[config.mk]
export PLATFORM = sky130hd
export DESIGN_NAME = load_align_unit_flat
export DESIGN_NICKNAME = d
export VERILOG_FILES = /design/src/rtl/load_align_unit_if.sv /design/src/rtl/load_align_unit.sv /design/src/flat_wrapper.sv
export SDC_FILE = /design/constraint.sdc
export NUM_CORES = 1
export LEC_CHECK = 0
export ABC_AREA = 1
export CORE_UTILIZATION = 45
export DETAILED_ROUTE_END_ITERATION = 8
export GPL_TIMING_DRIVEN = 0
export HOLD_SLACK_MARGIN = 0.02
export PLACE_DENSITY = 0.77
export SYNTH_ARGS = -nofsm -noshare
export SYNTH_HDL_FRONTEND = slang
export SYNTH_SLANG_ARGS = --single-unit
[constraint.sdc]
create_clock -name clk -period 1.5 [get_ports clk]
set_input_delay 0.225 -clock clk [delete_from_list [all_inputs] [get_ports clk]]
set_output_delay 0.225 -clock clk [all_outputs]
set_load 0.1 [all_outputs]
[src/rtl/load_align_unit_if.sv]
// rtl/load_align_unit_if.sv - request, memory-read and response/exception bundle for load_align_unit
interface load_align_unit_if #(
    parameter int DATA_W = 32
);
    logic              req_valid;
    logic              req_ready;
    logic [31:0]       req_addr;
    logic [1:0]        req_size;
    logic              req_signed;
    logic              mem_rd;
    logic [31:0]       mem_addr;
    logic [DATA_W-1:0] mem_rdata;
    logic              rsp_valid;
    logic [DATA_W-1:0] rsp_data;
    logic              exc_valid;
    logic [1:0]        exc_code;
    logic [31:0]       exc_addr;

    modport master (
        output req_valid, req_addr, req_size, req_signed, mem_rdata,
        input  req_ready, mem_rd, mem_addr, rsp_valid, rsp_data,
               exc_valid, exc_code, exc_addr
    );

    modport slave (
        input  req_valid, req_addr, req_size, req_signed, mem_rdata,
        output req_ready, mem_rd, mem_addr, rsp_valid, rsp_data,
               exc_valid, exc_code, exc_addr
    );
endinterface

[src/rtl/load_align_unit.sv]
// rtl/load_align_unit.sv - load alignment unit: word read, byte extraction, extension, exceptions
// Optional: LOAD_ALIGN_UNALIGNED_EN completes misaligned loads, splitting word-crossing ones into two reads.
module load_align_unit #(
    parameter int DATA_W  = 32,
    parameter int MEM_LAT = 2
) (
    input  logic             clk,
    input  logic             reset,
    load_align_unit_if.slave bus
);
    localparam int         NBYTES = DATA_W / 8;
    localparam int         OFF_W  = $clog2(NBYTES);
    localparam logic [3:0] LAT    = 4'(MEM_LAT);

    typedef enum logic [2:0] {
        IDLE,
        ISSUE,
        WAIT,
        DONE,
        EXC
`ifdef LOAD_ALIGN_UNALIGNED_EN
        ,
        ISSUE2,
        WAIT2
`endif
    } state_t;

    function automatic logic size_illegal(input logic [1:0] size);
        return (size == 2'd3) && (DATA_W == 32);
    endfunction

    function automatic logic addr_misaligned(input logic [31:0] addr, input logic [1:0] size);
        logic m;
        case (size)
            2'd1:    m = addr[0];
            2'd2:    m = |addr[1:0];
            2'd3:    m = |addr[2:0];
            default: m = 1'b0;
        endcase
        return m;
    endfunction

    // Shift the addressed bytes down, then push the field to the top and back so the
    // right shift either zero-fills or replicates the field's sign bit.
    function automatic logic [DATA_W-1:0] extract(input logic [2*DATA_W-1:0] raw,
                                                  input logic [OFF_W-1:0]    off,
                                                  input logic [1:0]          size,
                                                  input logic                sgn);
        logic [2*DATA_W-1:0] shifted;
        logic [DATA_W-1:0]   field;
        logic [6:0]          pad;
        shifted = raw >> {off, 3'b000};
        field   = shifted[DATA_W-1:0];
        pad     = 7'(DATA_W - (8 << size));
        field   = field << pad;
        if (sgn) field = $signed(field) >>> pad;
        else     field = field >> pad;
        return field;
    endfunction

`ifdef LOAD_ALIGN_UNALIGNED_EN
    function automatic logic crosses(input logic [31:0] addr, input logic [1:0] size);
        return (int'(addr[OFF_W-1:0]) + (1 << size)) > NBYTES;
    endfunction
`endif

    state_t            state, state_n;
    logic [3:0]        cnt;
    logic [OFF_W-1:0]  off_q;
    logic [1:0]        size_q;
    logic              sgn_q;
    logic [31:0]       mem_addr_q;
    logic [DATA_W-1:0] rsp_data_q;
    logic [1:0]        exc_code_q;
    logic [31:0]       exc_addr_q;
    logic              req_illegal;
    logic              req_bad;
    logic              req_ready_c, mem_rd_c, rsp_valid_c, exc_valid_c;
`ifdef LOAD_ALIGN_UNALIGNED_EN
    logic              cross_q;
    logic [DATA_W-1:0] word_a;
`endif

    assign req_illegal = size_illegal(bus.req_size);
`ifdef LOAD_ALIGN_UNALIGNED_EN
    assign req_bad = req_illegal;
`else
    assign req_bad = req_illegal || addr_misaligned(bus.req_addr, bus.req_size);
`endif

    always_comb begin
        state_n     = state;
        req_ready_c = 1'b0;
        mem_rd_c    = 1'b0;
        rsp_valid_c = 1'b0;
        exc_valid_c = 1'b0;
        case (state)
            IDLE: begin
                req_ready_c = 1'b1;
                if (bus.req_valid) state_n = req_bad ? EXC : ISSUE;
            end
            ISSUE: begin
                mem_rd_c = 1'b1;
                state_n  = WAIT;
            end
            WAIT: begin
                if (cnt == 4'd1) begin
`ifdef LOAD_ALIGN_UNALIGNED_EN
                    state_n = cross_q ? ISSUE2 : DONE;
`else
                    state_n = DONE;
`endif
                end
            end
`ifdef LOAD_ALIGN_UNALIGNED_EN
            ISSUE2: begin
                mem_rd_c = 1'b1;
                state_n  = WAIT2;
            end
            WAIT2: begin
                if (cnt == 4'd1) state_n = DONE;
            end
`endif
            DONE: begin
                rsp_valid_c = 1'b1;
                state_n     = IDLE;
            end
            EXC: begin
                exc_valid_c = 1'b1;
                state_n     = IDLE;
            end
            default: state_n = IDLE;
        endcase
    end

    // Strobes are masked by reset so an aborted load cannot leak a pulse in the reset cycle.
    assign bus.req_ready = req_ready_c & ~reset;
    assign bus.mem_rd    = mem_rd_c & ~reset;
    assign bus.rsp_valid = rsp_valid_c & ~reset;
    assign bus.exc_valid = exc_valid_c & ~reset;
    assign bus.mem_addr  = mem_addr_q;
    assign bus.rsp_data  = rsp_data_q;
    assign bus.exc_code  = exc_code_q;
    assign bus.exc_addr  = exc_addr_q;

    always_ff @(posedge clk) begin
        if (reset) begin
            state      <= IDLE;
            cnt        <= 4'd0;
            off_q      <= '0;
            size_q     <= 2'd0;
            sgn_q      <= 1'b0;
            mem_addr_q <= 32'd0;
            rsp_data_q <= '0;
            exc_code_q <= 2'd0;
            exc_addr_q <= 32'd0;
`ifdef LOAD_ALIGN_UNALIGNED_EN
            cross_q    <= 1'b0;
            word_a     <= '0;
`endif
        end else begin
            state <= state_n;
            case (state)
                IDLE: begin
                    if (bus.req_valid) begin
                        off_q  <= bus.req_addr[OFF_W-1:0];
                        size_q <= bus.req_size;
                        sgn_q  <= bus.req_signed;
`ifdef LOAD_ALIGN_UNALIGNED_EN
                        cross_q <= crosses(bus.req_addr, bus.req_size);
`endif
                        if (req_bad) begin
                            exc_code_q <= req_illegal ? 2'b10 : 2'b01;
                            exc_addr_q <= bus.req_addr;
                        end else begin
                            mem_addr_q <= {bus.req_addr[31:OFF_W], {OFF_W{1'b0}}};
                        end
                    end
                end
                ISSUE: cnt <= LAT;
                WAIT: begin
                    cnt <= cnt - 4'd1;
                    if (cnt == 4'd1) begin
`ifdef LOAD_ALIGN_UNALIGNED_EN
                        if (cross_q) begin
                            word_a     <= bus.mem_rdata;
                            mem_addr_q <= mem_addr_q + 32'(NBYTES);
                        end else
`endif
                        rsp_data_q <= extract({{DATA_W{1'b0}}, bus.mem_rdata}, off_q, size_q, sgn_q);
                    end
                end
`ifdef LOAD_ALIGN_UNALIGNED_EN
                ISSUE2: cnt <= LAT;
                WAIT2: begin
                    cnt <= cnt - 4'd1;
                    if (cnt == 4'd1)
                        rsp_data_q <= extract({bus.mem_rdata, word_a}, off_q, size_q, sgn_q);
                end
`endif
                default: ;
            endcase
        end
    end
endmodule

[src/flat_wrapper.sv]
// flat-port wrapper written by rule: the top's interface ports become plain ports
module load_align_unit_flat 
#(
    parameter int DATA_W  = 32,
    parameter int MEM_LAT = 2
)
  (clk, reset, bus_req_valid, bus_req_addr, bus_req_size, bus_req_signed, bus_mem_rdata, bus_req_ready, bus_mem_rd, bus_mem_addr, bus_rsp_valid, bus_rsp_data, bus_exc_valid, bus_exc_code, bus_exc_addr);
  load_align_unit_if #(.DATA_W(DATA_W)) bus_i ();
  input  logic clk;
  input  logic reset;
  input wire logic [$bits(bus_i.req_valid)-1:0] bus_req_valid;
  input wire logic [$bits(bus_i.req_addr)-1:0] bus_req_addr;
  input wire logic [$bits(bus_i.req_size)-1:0] bus_req_size;
  input wire logic [$bits(bus_i.req_signed)-1:0] bus_req_signed;
  input wire logic [$bits(bus_i.mem_rdata)-1:0] bus_mem_rdata;
  output wire logic [$bits(bus_i.req_ready)-1:0] bus_req_ready;
  output wire logic [$bits(bus_i.mem_rd)-1:0] bus_mem_rd;
  output wire logic [$bits(bus_i.mem_addr)-1:0] bus_mem_addr;
  output wire logic [$bits(bus_i.rsp_valid)-1:0] bus_rsp_valid;
  output wire logic [$bits(bus_i.rsp_data)-1:0] bus_rsp_data;
  output wire logic [$bits(bus_i.exc_valid)-1:0] bus_exc_valid;
  output wire logic [$bits(bus_i.exc_code)-1:0] bus_exc_code;
  output wire logic [$bits(bus_i.exc_addr)-1:0] bus_exc_addr;
  assign bus_i.req_valid = bus_req_valid;
  assign bus_i.req_addr = bus_req_addr;
  assign bus_i.req_size = bus_req_size;
  assign bus_i.req_signed = bus_req_signed;
  assign bus_i.mem_rdata = bus_mem_rdata;
  assign bus_req_ready = bus_i.req_ready;
  assign bus_mem_rd = bus_i.mem_rd;
  assign bus_mem_addr = bus_i.mem_addr;
  assign bus_rsp_valid = bus_i.rsp_valid;
  assign bus_rsp_data = bus_i.rsp_data;
  assign bus_exc_valid = bus_i.exc_valid;
  assign bus_exc_code = bus_i.exc_code;
  assign bus_exc_addr = bus_i.exc_addr;
  load_align_unit #(.DATA_W(DATA_W), .MEM_LAT(MEM_LAT)) u_core (.clk(clk), .reset(reset), .bus(bus_i));
endmodule
Word-level counts from Yosys, hierarchy flattened
Cells that the tools add are included.
- register bits after elaboration: 108
- output and inout bits: 102
- word-level logic and storage cells: 54
- input port bits: 70
- equality and inequality tests: 10
- shift-type cells: 5
- mux-type cells: 12
- $add $sub $neg: 2
- reduce and logical (&&, ||, !) cells: 10
- bitwise operators: 6
- operators by type and width (operator ; number):
    $mux W32 ; 1
    $shl A32 B7 Y32 ; 1
    $shr A32 B5 Y32 ; 1
    $shr A32 B7 Y32 ; 1
    $sshr A32 B7 Y32 ; 1
    $mux W3 ; 3
    $pmux W3 S3 ; 1
    $pmux W4 S2 ; 1
    $shl A4 B2 Y7 const A ; 1
    $sub A7 B7 Y7 const A ; 1
    $eq A3 B2 Y1 const B ; 2
    $reduce_and A2 Y1 ; 3
    $reduce_and A3 Y1 ; 2
    $and A1 B1 Y1 ; 4
    $eq A2 B2 Y1 const B ; 2
    $eq A4 B1 Y1 const B ; 1
    $mux W1 ; 4
    $sub A4 B1 Y4 const B ; 1
    $eq A3 B1 Y1 const B ; 1
    $eq A3 B3 Y1 const B ; 1
    $logic_not A3 Y1 ; 1
    $pmux W1 S3 ; 1
    $reduce_or A3 Y1 ; 1
    $eq A2 B1 Y1 const B ; 1
    other kinds (7) ; 8

Longest topological paths before layout
Gate-level depths: netlist (run 1).
- word-level depth: 6
- gate-level depth with buffers: 12

Worst setup path before layout (run 1)
No wires, ideal clock.
- kind: input -> output
- start: input reset
- end: output bus_rsp_valid
- setup slack: -2062 ps
- required time: 1275 ps
- data arrival time: 3337 ps
- cell stages on the path: 2
- cell sequence: clkbuf_1 nor4_1
- cells in the longest elaborated chain, start to end: 2
- RTL lines (element ; RTL line ; text):
    start, declared ; flat_wrapper.sv:10 ; input logic reset;
    $not A1 Y1 ; load_align_unit.sv:139 ; assign bus.rsp_valid = rsp_valid_c & ~reset;
    $and A1 B1 Y1 ; load_align_unit.sv:139 ;
    end, declared ; flat_wrapper.sv:19 ; output wire logic [$bits(bus_i.rsp_valid)-1:0] bus_rsp_valid;
No other way between the ends.

Final worst setup path (run 1)
- start: register u_core.state[2]
- end: output bus_mem_rd
- cells in the longest elaborated chain, start to end: 3
- RTL lines (element ; RTL line ; text):
    start, declared ; load_align_unit.sv:67 ; state_t state, state_n;
    start signal, assigned ; load_align_unit.sv:162 ; state <= state_n;
    $eq A3 B1 Y1 ; load_align_unit.sv:97 ; case (state)
    $mux W1 ; load_align_unit.sv:97 ;
    $and A1 B1 Y1 ; load_align_unit.sv:138 ; assign bus.mem_rd = mem_rd_c & ~reset;
    end, declared ; flat_wrapper.sv:17 ; output wire logic [$bits(bus_i.mem_rd)-1:0] bus_mem_rd;
No other way between the ends.

==> results, run 1 <==
- The number of placement rows is 37.
- Registers take around 2200 um2.
- The number of antenna diodes in the final layout is 0.
- The setup skew after layout is 0.0131 ns.
- The max-slew violation total from the final report is 0.
- The root buffer cell chosen for the clock tree is clkbuf_8.
- For this design the static power due to leakage is about 3.3 nW.
- The number of antenna violations at the first check in global routing came to 0.
- The detailed-route via count is slightly above 5,000.
- The count of nets left with antenna violations once routing finished came out at 0.
- The beginning of the worst hold path is bus_req_size[0].
- The fill cell instance count of the final layout is 929.
- Input and output buffers added on the ports amount to 169.
- Dividing the final minimum period by the clock period gives 1.05.
- Clock latency on the worst-skew pair, taken at its later pin, is 0.38 ns.
- The number of global-route vias before repair was 5,011.
- In the final layout, the multi-input gates occupy roughly 2300 um2.
- Across all register-to-register paths, the minimum setup slack is 0 ns.
- In the layout the commonest cells are nor2_1 (141), buf_2 (105), dfxtp_1 (102), nand2_1 (101), o21ai_0 (93).
- The worst reg2reg path depth is 7.
- The number of hold violations in the final report is 0.
- Hold repair after CTS inserted 0 buffers.
- The summed negative setup slack over all endpoints is -0.130 ns.
- The terminus of the critical flop-to-flop path is u_core.bus.exc_addr[24].
- For this run, the total global-route usage over all layers was measured as 0.281.
- The number of clock sinks seen by CTS is about 110.
- The area added between synthesis and finish is 42.6%.
- The final reports fail on negative setup slack.
- Synthesis inferred between 100 and 150 register bits.
- The path with the worst hold slack has its endpoint at u_core.bus.exc_code[1].
- The die boundary width is around 100 um.
- In the final layout, the share of cells above drive strength 1 is 0.262.
- Setup repair after global routing could not meet its margin everywhere.
- Entering global routing, the biggest net connects 19 pins.
- In the routed design, unresolved DRC markers number 0.
- Among all flip-flop cells after synthesis, the most frequent one is dfxtp_1.
- The cell depth of the worst hold path is 3.
- The final critical delay including setup and external delays is around 1.6 ns.
- In this run, the number of DRC markers left after iteration 0 of detailed routing was between 200 and 250.
- The endpoint class of the critical path is an output port.
- The y dimension of the die is 104 um.
- The data arrival time of the critical path is around 1.3 ns.
- The worst path required time is about 1.3 ns.
- Buffers inserted during clock tree synthesis total 9.
- The worst hold path belongs to the class in2reg.
- The worst vdd rail ir drop is 0.741 mV.
- Counting flops with an async set or reset pin after synthesis yields a share of 0.
- The number of H-tree branching levels is 3.
- The final worst setup slack is -0.0684 ns.
- The worst setup path is launched from a register.
- The transition time at the pin with the least slew margin is 0.591 ns.
- The mean routed wirelength per cell is 15.7 um.
- The wire length of the first global-routing pass is approximately 24,000 um.
- The maximum number of buffers from clock root to sink is 2.
- The routability congestion estimate is 0.906.
- Leaving out fill and tap cells, the most frequent cell in the layout is nor2_1.
- Max-cap violations in this run came to 0.
- The final global-route overflow total is 0.
- For this configuration, the core starts out at a cell density of 0.461.
- Counting flops with a built-in enable in the synthesized netlist gives 0.
- The first detailed-routing pass took 5 iterations.
- The synthesized netlist contains 33 unique library cells.
- The highest attainable clock frequency is 0.638 GHz.
- In the routed layout, each cell is associated on average with a via count of 5.15.
- The Yosys warning count is 0.
- After clock tree synthesis, the clock-pin slew on the worst setup and hold paths is 0.11 ns.
- The reg-to-reg critical path startpoint is u_core.state[2].
- In this run the worst path has a maximum fanout of 4.
- The minimum hold slack is 0.209 ns.
- The count of mapped cells out of synthesis is about 660.
- The floorplan step defined a core boundary enclosing 10,200 um2.
- The final layout contains between 900 and 1,000 nets.
- For this design the ratio of total power to cell area is between 1000 and 1500 nW/um2.
- In this run the cell area of the synthesized design comes to about 4700 um2.
- The flow ran to the end, but the final reports show violations.
- The final routed wirelength across all metal layers is 15,700 um.
- The count of endpoints failing setup in the final report is 4.
- Headroom to the max-slew limit came out at 0.606.
- The kind of critical path is reg2out.
- Of the synthesized area, sequential elements account for 0.458.
- The mean cell area of the mapped netlist is 7.17 um2.
- ~170 I/O pins were placed.
- The clock tree from TritonCTS is built.
- The HPWL reported at the end of detailed placement is about 11,000 um.
- The full die area is 10,900 um2.
[Yosys cell counts (3+ instances only)]
master    number  share of area
nor2_1       145           0.12
dfxtp_1      108           0.46
nand2_1      107          0.085
o21ai_0       96           0.10
a21oi_1       47          0.050
inv_1         32          0.025
buf_2         18          0.019
nand3_1       14          0.015
clkbuf_1      13          0.010
o211ai_1       9          0.014
a31oi_1        8          0.011
buf_4          7          0.011
nand2_2        6         0.0080
nor3_1         6         0.0064
buf_6          5          0.012
inv_2          5         0.0040
o21ai_1        5         0.0053
or2_2          4         0.0053
nand3_2        3         0.0064
[critical path, cell delays in order, from the launching register on]
cell     delay [ns]
dfxtp_4        0.39
nor3_4         0.21
inv_2          0.08
nor2_4         0.10
buf_12         0.18
[power breakdown]
part	total, mW	switching [mW]	internal [mW]	leakage (nW)
clock	1.72	1.05	0.665	0.0909
combinational	3.01	2.25	0.756	2.28
sequential	3.21	0.128	3.08	0.886
total	7.93	3.43	4.50	3.26
[kinds of logic after synthesis]
group / count (synthesis) / synth area share
buffers and inverters: 83 / 0.0854
other: 1 / 0.000795
DFF: 108 / 0.458
AOI/OAI and AO/OA: 170 / 0.191
adders and majority gates: 2 / 0.00530
and+or+nand+nor: 294 / 0.260
[final cells by class]
cell class | count | area share
multi-input combinational | 468 | 0.338
sequential | 108 | 0.324
timing repair buffer | 191 | 0.217
buffer | 42 | 0.0437
tap | 136 | 0.0253
inverter | 39 | 0.0251
clock buffer | 10 | 0.0205
clock inverter | 5 | 0.00670
[through the flow]
stage | setup slack [ns] | utilization | cell area [um2] | power (mW) | instances
after global routing | -0.133 | 0.657 | 6730 | 8.25 | 999
after floorplan | -0.256 | - | 4750 | 5.37 | 659
final | -0.0684 | 0.657 | 6730 | 7.93 | 999
after global placement | -1.38 | 0.646 | 6610 | 6.18 | 964
after CTS | -0.0995 | 0.663 | 6780 | 7.86 | 989
after detailed placement | -1.40 | 0.646 | 6610 | 6.21 | 964
[flip-flops by register name (all words and copies together) (netlist names), 2 cells and up]
signal / count
u_core.bus.exc_addr: 32
u_core.cnt: 4
u_core.size_q: 2
u_core.state: 3
u_core.off_q: 2
u_core.bus.rsp_data: 32
u_core.bus.mem_addr: 30
u_core.bus.exc_code: 2
[timing repair]
item | 4_1_cts | 5_1_grt
resized for setup | 466 | 112
pin swaps | 4 | 7
setup buffers | 11 | 8
cloned | 0 | 3
endpoints found under the setup margin | 192 | 146
[worst max-delay path by stage]
| stage | slack, ns | cells past startpoint | to | start |
|---|---|---|---|---|
| after floorplan | -0.26 | 2 | bus_rsp_valid | reset |
| after global placement | -1.38 | 5 | bus_req_ready | reset |
| after detailed placement | -1.40 | 5 | bus_exc_valid | reset |
| after CTS | -0.1 | 5 | bus_mem_rd | u_core.state[0] |
| after global routing | -0.13 | 4 | bus_mem_rd | u_core.state[2] |
| final | -0.07 | 4 | bus_mem_rd | u_core.state[2] |
[routing by layer]
layer / GRT usage / vias up / routed length, um
met2: 0.491 / 220 / 7390
met3: 0.0796 / 37 / 1390
met1: 0.326 / 2358 / 6410
met5: 0 / - / 0
met4: 0.104 / 0 / 493
li1: - / 2532 / -
No activity file was read; power rests on OpenSTA's default activity.
==> inputs of run 2 (changes only) <==
--- a/config.mk
+++ b/config.mk
@@ -6,11 +6,13 @@
 export NUM_CORES = 1
 export LEC_CHECK = 0
 export ABC_AREA = 1
+export CORE_MARGIN = 2
 export CORE_UTILIZATION = 45
 export DETAILED_ROUTE_END_ITERATION = 8
 export GPL_TIMING_DRIVEN = 0
 export HOLD_SLACK_MARGIN = 0.02
 export PLACE_DENSITY = 0.77
+export SKIP_LAST_GASP = 1
 export SYNTH_ARGS = -nofsm -noshare
 export SYNTH_HDL_FRONTEND = slang
 export SYNTH_SLANG_ARGS = --single-unit
==> results, run 2 (same netlist as run 1, synthesis figures left out) <==
- The number of antenna violations at the first check in global routing is 0 (unchanged).
- The routability congestion estimate is 0.988 (+9.1%).
- The pin count of the biggest net entering global routing was 18 (-1).
- The total of max-cap violations is 0 (unchanged).
- The worst setup path is launched from a register.
- By instance count, the cell type seen most on the critical path is buf_6.
- The area added between synthesis and finish is 50.3%.
- The transition time at the pin with the least slew margin is 0.680 ns (+0.0889 ns).
- The worst relative slew slack is 0.547 (-0.0593).
- The worst setup path is of the reg2reg kind.
- The setup skew after layout came to 0.00947 ns (-0.00367 ns).
- The antenna cell count is 0 (unchanged).
- The post-layout total power is 8.54 mW (+7.6%).
- The critical-path maximum fanout is 10 (+6).
- The clock latency of the later-clocked register in the worst-skew pair is 0.36 ns (-0.02 ns).
- The multi-input logic area was 2410 um2 (+6.2%).
- The summed negative setup slack over all endpoints is -1.78 ns (-1.65 ns).
- The number of H-tree branching levels is 3 (unchanged).
- The power per unit of standard cell area is 1200 nW/um2 (+2.1%).
- The placeable core region was 10,200 um2 (unchanged).
- The number of clock sinks seen by CTS is 108 (unchanged).
- The tightest min-delay check is of the in2reg type.
- The final global-route overflow total was 0 (unchanged).
- The maximum number of buffers from clock root to sink is 2 (unchanged).
- The count of buffers from port buffering is 169 (unchanged).
- In the layout the commonest cells are nor2_1 (122), dfxtp_1 (103), nand2_1 (100), buf_2 (99), o21ai_0 (85).
- TritonCTS built the clock tree.
- The worst path required time is 1.75 ns (+0.48 ns).
- The total clock buffers created by CTS came to 9 (unchanged).
- The area of all placed cells without fillers is 7090 um2 (+5.4%).
- The minimum setup slack after placement is -1.41 ns (-0.00524 ns).
- The portion of the clock cycle consumed by the worst path in the final layout is 1.05 (about the same).
- The number of hold violations in the final report is 0 (unchanged).
- The delay of the slowest critical-path stage is 0.35 ns (-0.04 ns).
- Setup repair after global routing could not meet its margin everywhere.
- The fill cell instance count of the final layout is 872 (-6.1%).
- The fraction of final layout cells sized beyond drive strength 1 is 0.297 (+0.0347).
- The number of placement rows is 37 (unchanged).
- The effective utilization at floorplan is 0.461 (unchanged).
- The slowest library cell on the worst path is dfxtp_2.
- The y dimension of the die came to 106 um (+1.9%).
- The count of endpoints failing setup in the final report is 64 (+60).
- The ratio of routed vias to standard cells came to 5.29 (+2.7%).
- The data arrival time of the critical path is 1.82 ns (+0.48 ns).
- The clock-pin slew of the registers on the worst-case setup and hold paths is 0.10 ns (about the same).
- The die boundary width is 106 um (+1.9%).
- The wire length of the first global-routing pass is 25,800 um (+6.0%).
- The detailed-route via count is 5,323 (+3.4%).
- Traced cell by cell, the critical path runs through buf_6 -> nor2_4 -> buf_12 -> nand2_4 -> nor2_8 -> inv_6 -> buf_6 -> a31oi_2 -> a21oi_1.
- The final critical delay including setup and external delays is 1.57 ns (-0.00000910 ns).
- The worst vdd rail ir drop is 0.858 mV (+16%).
- The register area is 2170 um2 (-0.17%).
- The final routed wirelength across all metal layers came to 17,000 um (+8.6%).
- The leakage dissipation is 3.34 nW (+2.7%).
- The flow ran to the end, but the final reports show violations.
- The mean routed wirelength per cell is 16.9 um (+7.8%).
- The final net count was 937 (+0.64%).
- The number of DRC markers after the initial detailed-route iteration is 261 (+9.7%).
- The number of I/O pins came to 172 (unchanged).
- The final reports fail on negative setup slack.
- The endpoint class of the critical path is a register.
- The total global-route track usage is 0.288 (+0.00620).
- The highest attainable clock frequency is 0.638 GHz (about the same).
- The number of global-route vias before repair is 5,329 (+6.3%).
- The library cell used most frequently in the layout, excluding fill and tap cells, is nor2_1.
- The residual antenna-violating net count after detailed routing is 0 (unchanged).
- The HPWL reported at the end of detailed placement came to 11,800 um (+4.5%).
- The number of iterations in the first detailed-routing pass was 5 (unchanged).
- The max-slew violation total from the final report is 0 (unchanged).
- The full die area is 11,300 um2 (+3.9%).
- Clock tree synthesis selected as its root buffer the cell clkbuf_8.
- The total cell area at the placement stage is 6610 um2 (unchanged).
- The number of remaining DRC errors is 0 (unchanged).
- The final worst setup slack came to -0.0683 ns (+0.00000910 ns).
==> run 2: changes by cell type in the layout (fill, tap and decap cells not counted), sizes merged, moves of 2 or more <==
cell,change
clkdlybuf4s50,+2
dlymetal6s2s,-2
clkbuf,-2
bufinv,+3
clkdlybuf4s18,-2
buf,+10
==> run 2: per-layer routing <==
metal	routed length (um)	up-vias	track usage
met2	8400	242	0.509
met1	6370	2496	0.312
met5	0	-	0
met4	519	0	0.101
li1	-	2548	-
met3	1730	37	0.111
==> run 2: path summary, 6_finish.rpt <==
path | start | endpoint | slack [ns] | cells past startpoint
worst max-delay path | u_core.state[0] | u_core.bus.rsp_data[31] | -0.07 | 9
worst min-delay path | reset | u_core.state[0] | 0.35 | 3
worst max register to register | u_core.state[0] | u_core.bus.rsp_data[31] | -0.07 | 9
worst min register to register | u_core.bus.rsp_data[9] | u_core.bus.rsp_data[9] | 0.47 | 2
==> run 2: worst max-delay path, delay by kind of cell, from the launching register on <==
| kind | cells | cell delay [ns] |
|---|---|---|
| buffers and inverters | 4 | 0.49 |
| AO/OA/AOI/OAI | 2 | 0.23 |
| flip-flops | 1 | 0.35 |
| AND/OR/NAND/NOR | 3 | 0.39 |
==> run 2: stage by stage <==
step / hold slack, ns / std cells / util
final: 0.350 / 1006 / 0.693
after global routing: 0.346 / 1006 / 0.693
after CTS: 0.319 / 993 / 0.685
after detailed placement: 0.440 / 964 / 0.646
after global placement: 0.422 / 964 / 0.646
after floorplan: 0.360 / 659 / -
==> run 2: final cells by class <==
cell class,count,share of cell area
multi-input cells,469,0.340
plain buffers,43,0.0552
clock inverters,5,0.0152
inverters,39,0.0238
clock buffers,11,0.0185
well taps,136,0.0240
repair buffers,195,0.217
flip-flops and latches,108,0.307
==> run 2: repair_timing <==
| action | in CTS | in global routing |
|---|---|---|
| hold buffers | 0 | 0 |
| cloned | 2 | 5 |
| pin swaps | 7 | 22 |
| buffers inserted | 11 | 9 |
| resized for setup | 477 | 189 |
| endpoints found under the setup margin | 193 | 170 |
==> run 2: where the power goes <==
group / internal (mW) / switching [mW] / leakage (nW) / total (mW)
combinational: 0.864 / 2.35 / 2.34 / 3.21
sequential: 3.08 / 0.129 / 0.885 / 3.21
clock: 1.12 / 0.993 / 0.118 / 2.11
total: 5.06 / 3.47 / 3.34 / 8.54
